<file path="src/rtl/stack_sequencer_if.sv">
// Bus bundle between the control unit, the stack sequencer and data memory.
// Optional peek request is present only when STACK_PEEK_EN is defined.
interface stack_sequencer_if #(
    parameter int DATA_W = 16,
    parameter int ADDR_W = 10,
    parameter int DEPTH  = 64
);
    localparam int CNT_W = $clog2(DEPTH + 1);

    // Control-unit request side
    logic              psh;
    logic              pop;
`ifdef STACK_PEEK_EN
    logic              peek;
`endif
    logic [DATA_W-1:0] push_data;
    logic              clr_err;

    // Result / status side
    logic [DATA_W-1:0] pop_data;
    logic              done;
    logic              busy;
    logic [ADDR_W-1:0] sp;
    logic [CNT_W-1:0]  count;
    logic              empty;
    logic              full;
    logic              ovf;
    logic              unf;
    logic [1:0]        state_dbg;

    // Single-port synchronous data memory
    logic [ADDR_W-1:0] mem_addr;
    logic              mem_wr;
    logic              mem_rd;
    logic [DATA_W-1:0] mem_wdata;
    logic [DATA_W-1:0] mem_rdata;

    // Handshake: psh/pop (and peek) are single-cycle requests sampled only
    // while busy is low; each accepted request finishes with exactly one
    // done pulse, refused requests raise ovf/unf instead and never pulse done.
    modport slave (
        input  psh, pop, push_data, clr_err, mem_rdata,
`ifdef STACK_PEEK_EN
        input  peek,
`endif
        output pop_data, done, busy, sp, count, empty, full, ovf, unf,
        output state_dbg, mem_addr, mem_wr, mem_rd, mem_wdata
    );

    modport master (
        output psh, pop, push_data, clr_err, mem_rdata,
`ifdef STACK_PEEK_EN
        output peek,
`endif
        input  pop_data, done, busy, sp, count, empty, full, ovf, unf,
        input  state_dbg, mem_addr, mem_wr, mem_rd, mem_wdata
    );
endinterface

</file>
<file path="src/rtl/stack_sequencer.sv">
// Hardware stack sequencer: owns the stack pointer and occupancy count and
// turns psh/pop strobes into single-port data-memory accesses. The stack
// grows downward from STACK_BASE; sp always points at the next free slot.
// Optional macro STACK_PEEK_EN adds a non-destructive top-of-stack read.
module stack_sequencer #(
    parameter int              DATA_W     = 16,
    parameter int              ADDR_W     = 10,
    parameter logic [ADDR_W-1:0] STACK_BASE = 10'h3FF,
    parameter int              DEPTH      = 64
) (
    input logic               clk,
    input logic               rst,
    stack_sequencer_if.slave  bus
);
    localparam int CNT_W = $clog2(DEPTH + 1);

    typedef enum logic [1:0] {
        IDLE    = 2'd0,
        WRITE   = 2'd1,
        READ    = 2'd2,
        CAPTURE = 2'd3
    } state_t;

    state_t            state;
    logic [ADDR_W-1:0] sp_q;
    logic [CNT_W-1:0]  count_q;
    logic [DATA_W-1:0] wdata_q;
    logic [DATA_W-1:0] pop_data_q;
    logic [ADDR_W-1:0] addr_q;
    logic              wr_q;
    logic              rd_q;
    logic              done_q;
    logic              ovf_q;
    logic              unf_q;
    logic              is_empty;
    logic              is_full;
`ifdef STACK_PEEK_EN
    logic              peek_q;   // current READ/CAPTURE leaves sp/count alone
`endif

    assign is_empty = (count_q == '0);
    assign is_full  = (count_q == CNT_W'(DEPTH));

    // Sequencer FSM: all memory strobes and status are registered here.
    always_ff @(posedge clk or posedge rst) begin
        if (rst) begin
            state      <= IDLE;
            sp_q       <= STACK_BASE;
            count_q    <= '0;
            wdata_q    <= '0;
            pop_data_q <= '0;
            addr_q     <= STACK_BASE;
            wr_q       <= 1'b0;
            rd_q       <= 1'b0;
            done_q     <= 1'b0;
            ovf_q      <= 1'b0;
            unf_q      <= 1'b0;
`ifdef STACK_PEEK_EN
            peek_q     <= 1'b0;
`endif
        end else begin
            done_q <= 1'b0;
            wr_q   <= 1'b0;
            rd_q   <= 1'b0;
            // Clear first so an error detected in the same cycle wins.
            if (bus.clr_err) begin
                ovf_q <= 1'b0;
                unf_q <= 1'b0;
            end
            case (state)
                IDLE: begin
                    if (bus.psh) begin
                        // Push wins over a simultaneous pop; the pop is dropped.
                        if (is_full) begin
                            ovf_q <= 1'b1;
                        end else begin
                            wdata_q <= bus.push_data;
                            wr_q    <= 1'b1;
                            addr_q  <= sp_q;
                            state   <= WRITE;
                        end
                    end else if (bus.pop) begin
                        if (is_empty) begin
                            unf_q <= 1'b1;
                        end else begin
                            rd_q   <= 1'b1;
                            addr_q <= sp_q + ADDR_W'(1);
                            state  <= READ;
`ifdef STACK_PEEK_EN
                            peek_q <= 1'b0;
`endif
                        end
`ifdef STACK_PEEK_EN
                    end else if (bus.peek) begin
                        if (is_empty) begin
                            unf_q <= 1'b1;
                        end else begin
                            rd_q   <= 1'b1;
                            addr_q <= sp_q + ADDR_W'(1);
                            state  <= READ;
                            peek_q <= 1'b1;
                        end
`endif
                    end
                end
                WRITE: begin
                    sp_q    <= sp_q - ADDR_W'(1);
                    count_q <= count_q + CNT_W'(1);
                    addr_q  <= sp_q - ADDR_W'(1);
                    done_q  <= 1'b1;
                    state   <= IDLE;
                end
                READ: begin
                    // Memory returns the word during CAPTURE; address idles at new sp.
`ifdef STACK_PEEK_EN
                    if (peek_q) begin
                        addr_q <= sp_q;
                    end else begin
                        sp_q    <= sp_q + ADDR_W'(1);
                        count_q <= count_q - CNT_W'(1);
                        addr_q  <= sp_q + ADDR_W'(1);
                    end
`else
                    sp_q    <= sp_q + ADDR_W'(1);
                    count_q <= count_q - CNT_W'(1);
                    addr_q  <= sp_q + ADDR_W'(1);
`endif
                    state <= CAPTURE;
                end
                CAPTURE: begin
                    pop_data_q <= bus.mem_rdata;
                    done_q     <= 1'b1;
                    state      <= IDLE;
                end
                default: state <= IDLE;
            endcase
        end
    end

    // Output wiring onto the bus bundle.
    always_comb begin
        bus.pop_data  = pop_data_q;
        bus.done      = done_q;
        bus.busy      = (state != IDLE);
        bus.sp        = sp_q;
        bus.count     = count_q;
        bus.empty     = is_empty;
        bus.full      = is_full;
        bus.ovf       = ovf_q;
        bus.unf       = unf_q;
        bus.state_dbg = state;
        bus.mem_addr  = addr_q;
        bus.mem_wr    = wr_q;
        bus.mem_rd    = rd_q;
        bus.mem_wdata = wdata_q;
    end
endmodule

</file>
<file path="src/flat_wrapper.sv">
// flat-port wrapper written by rule: the top's interface ports become plain ports
module stack_sequencer_flat 
#(
    parameter int              DATA_W     = 16,
    parameter int              ADDR_W     = 10,
    parameter logic [ADDR_W-1:0] STACK_BASE = 10'h3FF,
    parameter int              DEPTH      = 64
)
  (clk, rst, bus_psh, bus_pop, bus_push_data, bus_clr_err, bus_mem_rdata, bus_pop_data, bus_done, bus_busy, bus_sp, bus_count, bus_empty, bus_full, bus_ovf, bus_unf, bus_state_dbg, bus_mem_addr, bus_mem_wr, bus_mem_rd, bus_mem_wdata);
  stack_sequencer_if #(.DATA_W(DATA_W), .ADDR_W(ADDR_W), .DEPTH(DEPTH)) bus_i ();
  input logic clk;
  input logic rst;
  input wire logic [$bits(bus_i.psh)-1:0] bus_psh;
  input wire logic [$bits(bus_i.pop)-1:0] bus_pop;
  input wire logic [$bits(bus_i.push_data)-1:0] bus_push_data;
  input wire logic [$bits(bus_i.clr_err)-1:0] bus_clr_err;
  input wire logic [$bits(bus_i.mem_rdata)-1:0] bus_mem_rdata;
  output wire logic [$bits(bus_i.pop_data)-1:0] bus_pop_data;
  output wire logic [$bits(bus_i.done)-1:0] bus_done;
  output wire logic [$bits(bus_i.busy)-1:0] bus_busy;
  output wire logic [$bits(bus_i.sp)-1:0] bus_sp;
  output wire logic [$bits(bus_i.count)-1:0] bus_count;
  output wire logic [$bits(bus_i.empty)-1:0] bus_empty;
  output wire logic [$bits(bus_i.full)-1:0] bus_full;
  output wire logic [$bits(bus_i.ovf)-1:0] bus_ovf;
  output wire logic [$bits(bus_i.unf)-1:0] bus_unf;
  output wire logic [$bits(bus_i.state_dbg)-1:0] bus_state_dbg;
  output wire logic [$bits(bus_i.mem_addr)-1:0] bus_mem_addr;
  output wire logic [$bits(bus_i.mem_wr)-1:0] bus_mem_wr;
  output wire logic [$bits(bus_i.mem_rd)-1:0] bus_mem_rd;
  output wire logic [$bits(bus_i.mem_wdata)-1:0] bus_mem_wdata;
  assign bus_i.psh = bus_psh;
  assign bus_i.pop = bus_pop;
  assign bus_i.push_data = bus_push_data;
  assign bus_i.clr_err = bus_clr_err;
  assign bus_i.mem_rdata = bus_mem_rdata;
  assign bus_pop_data = bus_i.pop_data;
  assign bus_done = bus_i.done;
  assign bus_busy = bus_i.busy;
  assign bus_sp = bus_i.sp;
  assign bus_count = bus_i.count;
  assign bus_empty = bus_i.empty;
  assign bus_full = bus_i.full;
  assign bus_ovf = bus_i.ovf;
  assign bus_unf = bus_i.unf;
  assign bus_state_dbg = bus_i.state_dbg;
  assign bus_mem_addr = bus_i.mem_addr;
  assign bus_mem_wr = bus_i.mem_wr;
  assign bus_mem_rd = bus_i.mem_rd;
  assign bus_mem_wdata = bus_i.mem_wdata;
  stack_sequencer #(.DATA_W(DATA_W), .ADDR_W(ADDR_W), .STACK_BASE(STACK_BASE), .DEPTH(DEPTH)) u_core (.clk(clk), .rst(rst), .bus(bus_i));
endmodule
</file>
<file path="config.mk">
export PLATFORM = sky130hd
export DESIGN_NAME = stack_sequencer_flat
export DESIGN_NICKNAME = d
export VERILOG_FILES = /design/src/rtl/stack_sequencer_if.sv /design/src/rtl/stack_sequencer.sv /design/src/flat_wrapper.sv
export SDC_FILE = /design/constraint.sdc
export NUM_CORES = 1
export LEC_CHECK = 0
export BUFFER_PORTS_ARGS = -buffer_cell sky130_fd_sc_hd__buf_2
export CORE_ASPECT_RATIO = 0.9
export CORE_UTILIZATION = 39
export CTS_BUF_LIST = sky130_fd_sc_hd__clkbuf_8 sky130_fd_sc_hd__clkbuf_16
export CTS_CLUSTER_SIZE = 8
export DETAILED_ROUTE_END_ITERATION = 10
export GPL_ROUTABILITY_DRIVEN = 0
export GPL_TIMING_DRIVEN = 0
export SLEW_MARGIN = 20
export SYNTH_ARGS = -nofsm -noshare
export SYNTH_HDL_FRONTEND = slang
export SYNTH_SLANG_ARGS = --single-unit
export TNS_END_PERCENT = 10
</file>
<file path="constraint.sdc">
create_clock -name clk -period 3.11 [get_ports clk]
set_input_delay 0.1555 -clock clk [delete_from_list [all_inputs] [get_ports clk]]
set_output_delay 0.1555 -clock clk [all_outputs]
set_load 0.005 [all_outputs]
</file>
# Word-level counts from Yosys, hierarchy flattened
# Cells that the tools add are included.
[word_totals]
regBits = 66
latch_bits = 0
mem_bits_rw = 0
romBits = 0
input_bits = 37
out_inout_bits = 69
word_cells = 61
mem_count = 0
[classes]
addsub = 4
mul = 0
div_mod_pow = 0
n_lt_le_gt_ge = 0
n_eq_ne = 7
n_shift = 0
muxes = 29
bitwise_logic = 1
n_reduce_logical = 9
[op_table]
columns = ["cell", "n"]
rows = [
  ["10-bit 2-to-1 mux", 4],
  ["10-bit case mux with 3 select lines", 1],
  ["10-bit case mux with 2 select lines", 1],
  ["1-bit 2-to-1 mux", 17],
  ["7-bit case mux with 2 select lines", 1],
  ["10-bit by 1-bit adder with 10-bit output, second input constant", 1],
  ["10-bit by 1-bit subtractor with 10-bit output, second input constant", 1],
  ["3-bit != test, second input constant", 3],
  ["2-bit 2-to-1 mux", 4],
  ["7-bit by 1-bit adder with 7-bit output, second input constant", 1],
  ["7-bit == test, second input constant", 1],
  ["7-bit zero test", 1],
  ["7-bit by 1-bit subtractor with 7-bit output, second input constant", 1],
  ["2-bit case mux with 3 select lines", 1],
  ["3-bit AND reduction", 2],
  ["2-bit == test, second input constant", 2],
  ["4-bit AND reduction", 1],
  ["2-bit nonzero test", 2],
  ["3-bit nonzero test", 1],
  ["2-bit by 1-bit == test with 1-bit output, second input constant", 1],
  ["2-bit zero test", 1],
  ["2-bit OR reduction", 1],
  ["1-bit NOT", 1],
]

# Longest topological paths before layout
# Gate-level depths: netlist of the first run.
[depth]
depth_word = 5
mapped_depth = 10
ltp_nobuf = 9

# Worst setup path before layout of the first run
# OpenSTA, ideal clock, no wires.
[synth_path]
kind = "register to register"
start = "register u_core.state[0], in the netlist u_core.bus.state_dbg[0]"
end = "register u_core.count_q[6], in the netlist u_core.bus.count[6]"
setup_time_ns = 0.081
t_arrival_ns = 2.303
required_time_ns = 3.029
slack_ns = 0.727
path_stages_with_launch = 11
n_path_buf = 1
period_less_slack_ns = 2.383
cell_sequence = "dfrtp_1 inv_1 ha_1 inv_1 buf_2 fa_1 nor2b_1 o31a_1 or4_1 o311ai_0 xnor2_1"
[synth_between]
elab_chain_len = 2
elab_cells_between_ends = 4
classes_between = "eq/ne: 2; mux: 1; reduce/logical: 1"
[synth_lines]
columns = ["element", "line", "text"]
rows = [
  ["from (decl)", "stack_sequencer.sv:24", "state_t state;"],
  ["from (signal assigned)", "stack_sequencer.sv:47", "state <= IDLE;"],
  ["from (signal assigned)", "stack_sequencer.sv:80", "state <= WRITE;"],
  ["from (signal assigned)", "stack_sequencer.sv:88", "state <= READ;"],
  ["2-bit == test or 2-bit by 1-bit == test with 1-bit output (tied branches)", "stack_sequencer.sv:70", "case (state)"],
  ["7-bit case mux with 2 select lines or 2-bit nonzero test (tied branches)", "--", ""],
  ["to (signal assigned)", "stack_sequencer.sv:108", "count_q <= count_q + CNT_W'(1);"],
  ["to (signal assigned)", "stack_sequencer.sv:125", "count_q <= count_q - CNT_W'(1);"],
  ["to (decl)", "stack_sequencer.sv:26", "logic [CNT_W-1:0] count_q;"],
]
# Parallel ways exist; a longest one is shown, timed or not.
# A chain may end at the register's enable or synchronous reset.

# Worst setup path after layout of the first run
# Same ends and word-level chain as after synthesis.

==> qor.yml, run 1 <==
run_status:
  status: "complete, no violations"
global_route:
  antenna_found_initial: 0
  grt_pass1_vias: 3030
  grt_max_degree: 36
  grt_use_total_pct: 19.6
  grt_pass1_wl_mm: 15.0
  globalRouteOverflowTotal: 0
floorplan:
  row_count: 33
  core_area_sq_mm: 0.00908
  initial_utilization_pct: 40.0
  dieArea_sq_mm: 0.00970
  die_w_um: 104
  io_pins: 106
  die_y_um: 93.5
yosys:
  yosys.cell_types.count: 60
  ys_warn_count: 0
  synth_ff_type: "dfrtp_1"
  syn-num-nets: 390
  ys_seq_area_share_pct: 46.2
  postSynthAreaPerCell_sq_um: 10.6
  synth_area_sq_mm: 0.00363
  ys_async_sr_fraction_pct: 100
  synth_edf_count: 0
  synth-seq-cells: 66
  synth_cells: 341
timing:
  max-slew-margin-rel_pct: 40.8
  setup_viol: 0
  drv_slew: 0
  fin_tns_setup_ps: 0
  worst_pin_slew_ps: 883
  max_freq_mhz: 351
  hold_ws_ps: 31.8
  rsz0062_at_grt: "false"
  clock_skew_ps: 10.2
  final_hold_viol_count: 0
  period_minus_slack_ps: 2850
  period_share_pct: 91.7
routing:
  via_per_inst: 5.25
  drt-initial-drc-count: 171
  wl_mm: 8.99
  avgRoutedWirePerCell_um: 15.3
  vias: 3075
  drc: 0
  drtPass1Iterations: 4
  ant_nets: 0
clock_tree:
  cts_tree: "yes"
  clock_latency_ps: 360
  cts_root_buf: "clkbuf_8"
  clockBufferDepth: 2
  htree_levels: 3
  cts_buffers: 9
  ctsHoldBuffers: 2
  cts-resized-gates: 0
  clock_sinks: 66
  postCtsSetupRepairBufs: 0
  clk_pin_slew_ps: 80
placement:
  place_inst: 568
  hpwl_mm: 6.48
  io_buffers: 104
worst_setup_path:
  required_ps: 3390
  cp_max_fo: 10
  startpoint_type: "register"
  end_kind: "register"
  cp.arrival_ps: 3130
  worst-setup-path-type: "reg -> reg"
  rrSetupSlack_ps: 260
run:
  drv_cap: 0
pwr:
  peakVddDrop_mv: 0.697
  leakage_nw: 2.04
  pwr_density_cell_mw_per_mm2: 1200
final_layout:
  final_cell_mix: "buf_2, dfrtp_1, mux2_2, nand2_1"
  layout-drive-gt1-share_pct: 42.5
  final_cells: 586
  layout.nets: 508
  syn_to_final_growth_pct: 25.9
  final_common_cell: "buf_2"
  diodes: 0
worst_hold_path:
  hp-class: "in -> reg"
-- flip-flops by register name, indices dropped and copies added, names as in the netlist --
signal,count
u_core.bus.count,7
u_core.bus.done,1
u_core.bus.mem_addr,10
u_core.bus.mem_rd,1
u_core.bus.mem_wdata,16
u_core.bus.mem_wr,1
u_core.bus.ovf,1
u_core.bus.pop_data,16
u_core.bus.sp,10
u_core.bus.state_dbg,2
u_core.bus.unf,1
-- critical path: stages, from the launching register on --
cell	delay [ps]
dfrtp_1	450
inv_1	110
ha_1	400
inv_1	170
buf_2	240
fa_1	430
nor2b_1	160
o31a_1	180
nor2_1	50
o311ai_0	410
xnor2_1	170
-- cell families (layout without fill, tap and decap cells) --
logic type | count (synthesis) | in the layout | share of synthesized area [%]
mux | 40 | 40 | 12.3
flops | 66 | 66 | 46.2
buf+inv | 41 | 164 | 4.82
fa+ha+maj | 12 | 12 | 4.34
xor+xnor | 23 | 23 | 5.55
compound gates | 69 | 69 | 13.4
simple gates | 90 | 90 | 13.4
-- path summary, 6_finish.rpt --
check	start	endpoint	cells after the start
setup / recovery	u_core.bus.state_dbg[0]	u_core.bus.count[6]	10
hold / removal	bus_push_data[12]	u_core.bus.mem_wdata[12]	2
setup reg to reg	u_core.bus.state_dbg[0]	u_core.bus.count[6]	10
hold reg to reg	u_core.bus.mem_addr[5]	u_core.bus.mem_addr[5]	2
max in group asynchronous	rst	u_core.bus.mem_addr[9]	4
min in group asynchronous	rst	u_core.bus.mem_wdata[6]	3
-- cell usage after synthesis, drive strengths merged (3+ instances only) --
cell | number | share of area, %
dfrtp | 46 | 32
mux2 | 37 | 11
nand2 | 23 | 2.4
dfstp | 20 | 14
nor2 | 20 | 2.1
o21ai | 17 | 2.3
clkbuf | 16 | 1.7
inv | 13 | 1.3
xnor2 | 13 | 3.1
buf | 11 | 1.7
ha | 11 | 3.8
xor2 | 10 | 2.4
a21oi | 9 | 1.2
nand3 | 7 | 0.96
a21o | 6 | 1.3
nor3 | 5 | 0.69
nor4 | 5 | 1.3
a221oi | 4 | 0.96
o22ai | 4 | 0.69
o31ai | 4 | 1.1
a22oi | 3 | 0.62
and4 | 3 | 0.76
mux2i | 3 | 0.83
nand2b | 3 | 0.52
nand3b | 3 | 0.62
nand4 | 3 | 0.52
nor2b | 3 | 0.52
o221ai | 3 | 0.72
or2 | 3 | 0.52
or3 | 3 | 0.52
or4 | 3 | 0.72
-- power by group --
group,switching (W),internal [W],total (W),leakage [nW]
clock network,0.000360,0.000474,0.000835,0.109
logic,0.00165,0.00137,0.00303,1.17
registers,0.000252,0.00139,0.00164,0.760
total,0.00227,0.00323,0.00550,2.04
-- stage by stage --
stage	power, W	cell area (sq um)	setup WS (ps)	util (%)
2_1_floorplan	0.00368	3630	727	-
3_3_place_gp	0.00458	4300	272	47.4
3_5_place_dp	0.00467	4330	305	47.6
4_1_cts	0.00554	4570	285	50.3
5_1_grt	0.00597	4570	19.4	50.3
6_report	0.00550	4570	259	50.3
-- layer usage --
metal	GRT usage, %	wire, um	vias to the layer above
met5	0	0	-
met3	6.34	515	12
met2	32.1	4290	90
met1	25.2	4100	1511
li1	-	-	1462
met4	4.52	89	0
-- area by class of cell --
cell class / instances / area [sq um]
plain buffers: 27 / 123
fillers: 866 / 4510
well taps: 122 / 153
clock inverters: 6 / 88.8
inverters: 14 / 55.1
repair buffers: 107 / 561
multi-input cells: 234 / 1780
flip-flops and latches: 66 / 1680
clock buffers: 10 / 138
Power figures use the tool's default switching activity.
==> run 2: changes to the inputs <==
--- a/config.mk
+++ b/config.mk
@@ -12,7 +12,7 @@
 export CTS_CLUSTER_SIZE = 8
 export DETAILED_ROUTE_END_ITERATION = 10
 export GPL_ROUTABILITY_DRIVEN = 0
-export GPL_TIMING_DRIVEN = 0
+export GPL_TIMING_DRIVEN = 1
 export SLEW_MARGIN = 20
 export SYNTH_ARGS = -nofsm -noshare
 export SYNTH_HDL_FRONTEND = slang
==> qor.yml, run 2 (synthesis results as in run 1) <==
routing:
  drc: 0  # unchanged
  drt-initial-drc-count: 160  # -6.4%
  ant_nets: 0  # unchanged
  avgRoutedWirePerCell_um: 14.8  # -3.8%
  wl_mm: 8.34  # -7.3%
  vias: 2946  # -4.2%
  drtPass1Iterations: 4  # unchanged
  via_per_inst: 5.21  # -0.63%
final_layout:
  fin_util_pct: 49.0  # -1.3 points
  layout.nets: 488  # -3.9%
  final_common_cell: "buf_2"
  final_cell_mix: "buf_2, dfrtp_1, mux2_2, nand2_1"
  layout-drive-gt1-share_pct: 44.2  # +1.8 points
  diodes: 0  # unchanged
  regArea_sq_mm: 0.00168  # unchanged
  fillerInstances: 850  # -1.8%
  multi_input_area_sq_mm: 0.00178  # unchanged
  syn_to_final_growth_pct: 22.6
timing:
  clock_skew_ps: 11.0  # +0.747 ps
  rsz0062_at_grt: "false"
  max_freq_mhz: 404  # +15%
  fin_tns_setup_ps: 0  # unchanged
  period_share_pct: 79.6  # -12 points
  worst_pin_slew_ps: 786  # -97.4 ps
  max-slew-margin-rel_pct: 47.6  # +6.8 points
  final_hold_viol_count: 0  # unchanged
  drv_slew: 0  # unchanged
  setup_viol: 0  # unchanged
  period_minus_slack_ps: 2480  # -376 ps
floorplan:
  die_y_um: 93.5  # unchanged
  io_pins: 106  # unchanged
  dieArea_sq_mm: 0.00970  # unchanged
  die_w_um: 104  # unchanged
  initial_utilization_pct: 40.0  # unchanged
  core_area_sq_mm: 0.00908  # unchanged
  row_count: 33  # unchanged
worst_setup_path:
  worst-setup-path-type: "reg -> reg"
  cpPeakStageDelay_ps: 460  # about the same
  cp_max_fo: 9  # -1
  crit_family: "adder cells"
  r2r-end: "u_core.bus.count[6]"
  crit_buf_inv: 1  # -2
  end_kind: "register"
  cpMostUsedCell: "ha_1"
  crit_chain: "inv_1, ha_1, ha_1, nor2b_1, o31a_1, or4_1, o311ai_0, xnor2_1"
  timing.rr.start: "u_core.bus.state_dbg[0]"
  slowest_stage: "or4_1"
  required_ps: 3370  # -20 ps
  rrSetupSlack_ps: 630  # +380 ps
  cp.arrival_ps: 2740  # -390 ps
  reg2reg_depth: 8  # -2
  startpoint_type: "register"
clock_tree:
  clockBufferDepth: 2  # unchanged
  postCtsSetupRepairBufs: 0  # unchanged
  clock_sinks: 66  # unchanged
  clock_latency_ps: 350  # about the same
  cts_root_buf: "clkbuf_8"
  cts_tree: "yes"
  cts_buffers: 9  # unchanged
  clk_pin_slew_ps: 70  # about the same
  htree_levels: 3  # unchanged
run_status:
  status: "complete, no violations"
placement:
  hpwl_mm: 5.89  # -9.1%
  io_buffers: 105  # +0.96%
global_route:
  grt_use_total_pct: 18.0  # -1.5 points
  grt_max_degree: 39  # +8.3%
  grt_pass1_vias: 2824  # -6.8%
  grt_pass1_wl_mm: 13.9  # -7.4%
  globalRouteOverflowTotal: 0  # unchanged
  antenna_found_initial: 0  # unchanged
pwr:
  peakVddDrop_mv: 0.595  # -15%
  leakage_nw: 2.00  # -2.1%
  pwr_density_cell_mw_per_mm2: 1180  # -2.2%
worst_hold_path:
  hp-class: "in -> reg"
  min_to: "u_core.bus.pop_data[3]"
  hold-path-cell-count: 2  # unchanged
  worstHoldStart: "bus_mem_rdata[3]"
run:
  drv_cap: 0  # unchanged
-- run 2: changes by cell type in the layout (fill, tap and decap cells not counted), moves of 2 or more --
cell / previous run / this run
buf_2: 108 / 105
buf_1: 5 / 0
clkbuf_1: 15 / 0
buf_6: 2 / 0
buf_4: 0 / 7
-- run 2: how the worst max path moves through the flow --
stage | depth (start not counted) | endpoint | start
6_report | 8 | u_core.bus.count[6] | u_core.bus.state_dbg[0]
5_1_grt | 9 | u_core.bus.count[6] | u_core.bus.state_dbg[0]
4_1_cts | 8 | u_core.bus.count[6] | u_core.bus.state_dbg[0]
3_5_place_dp | 8 | u_core.bus.count[6] | u_core.bus.state_dbg[0]
3_3_place_gp | 8 | u_core.bus.count[6] | u_core.bus.state_dbg[0]
2_1_floorplan | 10 | u_core.bus.count[6] | u_core.bus.state_dbg[0]
-- run 2: cell type report --
| cell class | instances | share of cell area (%) |
|---|---|---|
| inverters | 14 | 1.18 |
| flip-flops and latches | 66 | 37.7 |
| well taps | 122 | 3.43 |
| multi-input cells | 234 | 40.0 |
| clock buffers | 10 | 3.09 |
| repair buffers | 114 | 13.4 |
| clock inverters | 5 | 1.24 |
-- run 2: repair_timing --
action / in CTS / in global routing
endpoints found under the hold margin: 5 / 0
resized for setup: 0 / 0
hold buffers: 2 / 0
-- run 2: per-stage QoR --
step	power (W)	setup WS, ps	instance area [sq um]	hold slack, ps	std cells
floorplan	0.00368	727	3630	247	341
global placement	0.00448	722	4240	166	548
detailed placement	0.00454	664	4240	172	548
CTS	0.00529	635	4450	16.5	565
global route	0.00570	483	4450	26.7	565
finish	0.00524	635	4450	35.3	565
-- run 2: report_power, final --
part           internal, W  switching (W)  total [W]
Clock             0.000385       0.000341   0.000725
Combinational      0.00133        0.00136    0.00269
Sequential         0.00139       0.000427    0.00182
-- run 2: routing by layer --
layer / routed length, um / vias to the layer above / GRT usage (%)
met3: 538 / 11 / 5.71
met4: 91 / 0 / 4.76
met5: 0 / - / 0
li1: - / 1426 / -
met1: 3780 / 1409 / 23.7
met2: 3930 / 100 / 28.9
-- run 2: worst register-to-register path, stage by stage, from the launching register on --
cell	delay, ps
dfrtp_1	430
inv_1	100
ha_1	340
ha_1	330
nor2b_1	150
o31a_1	260
or4_1	460
o311ai_0	140
xnor2_1	170
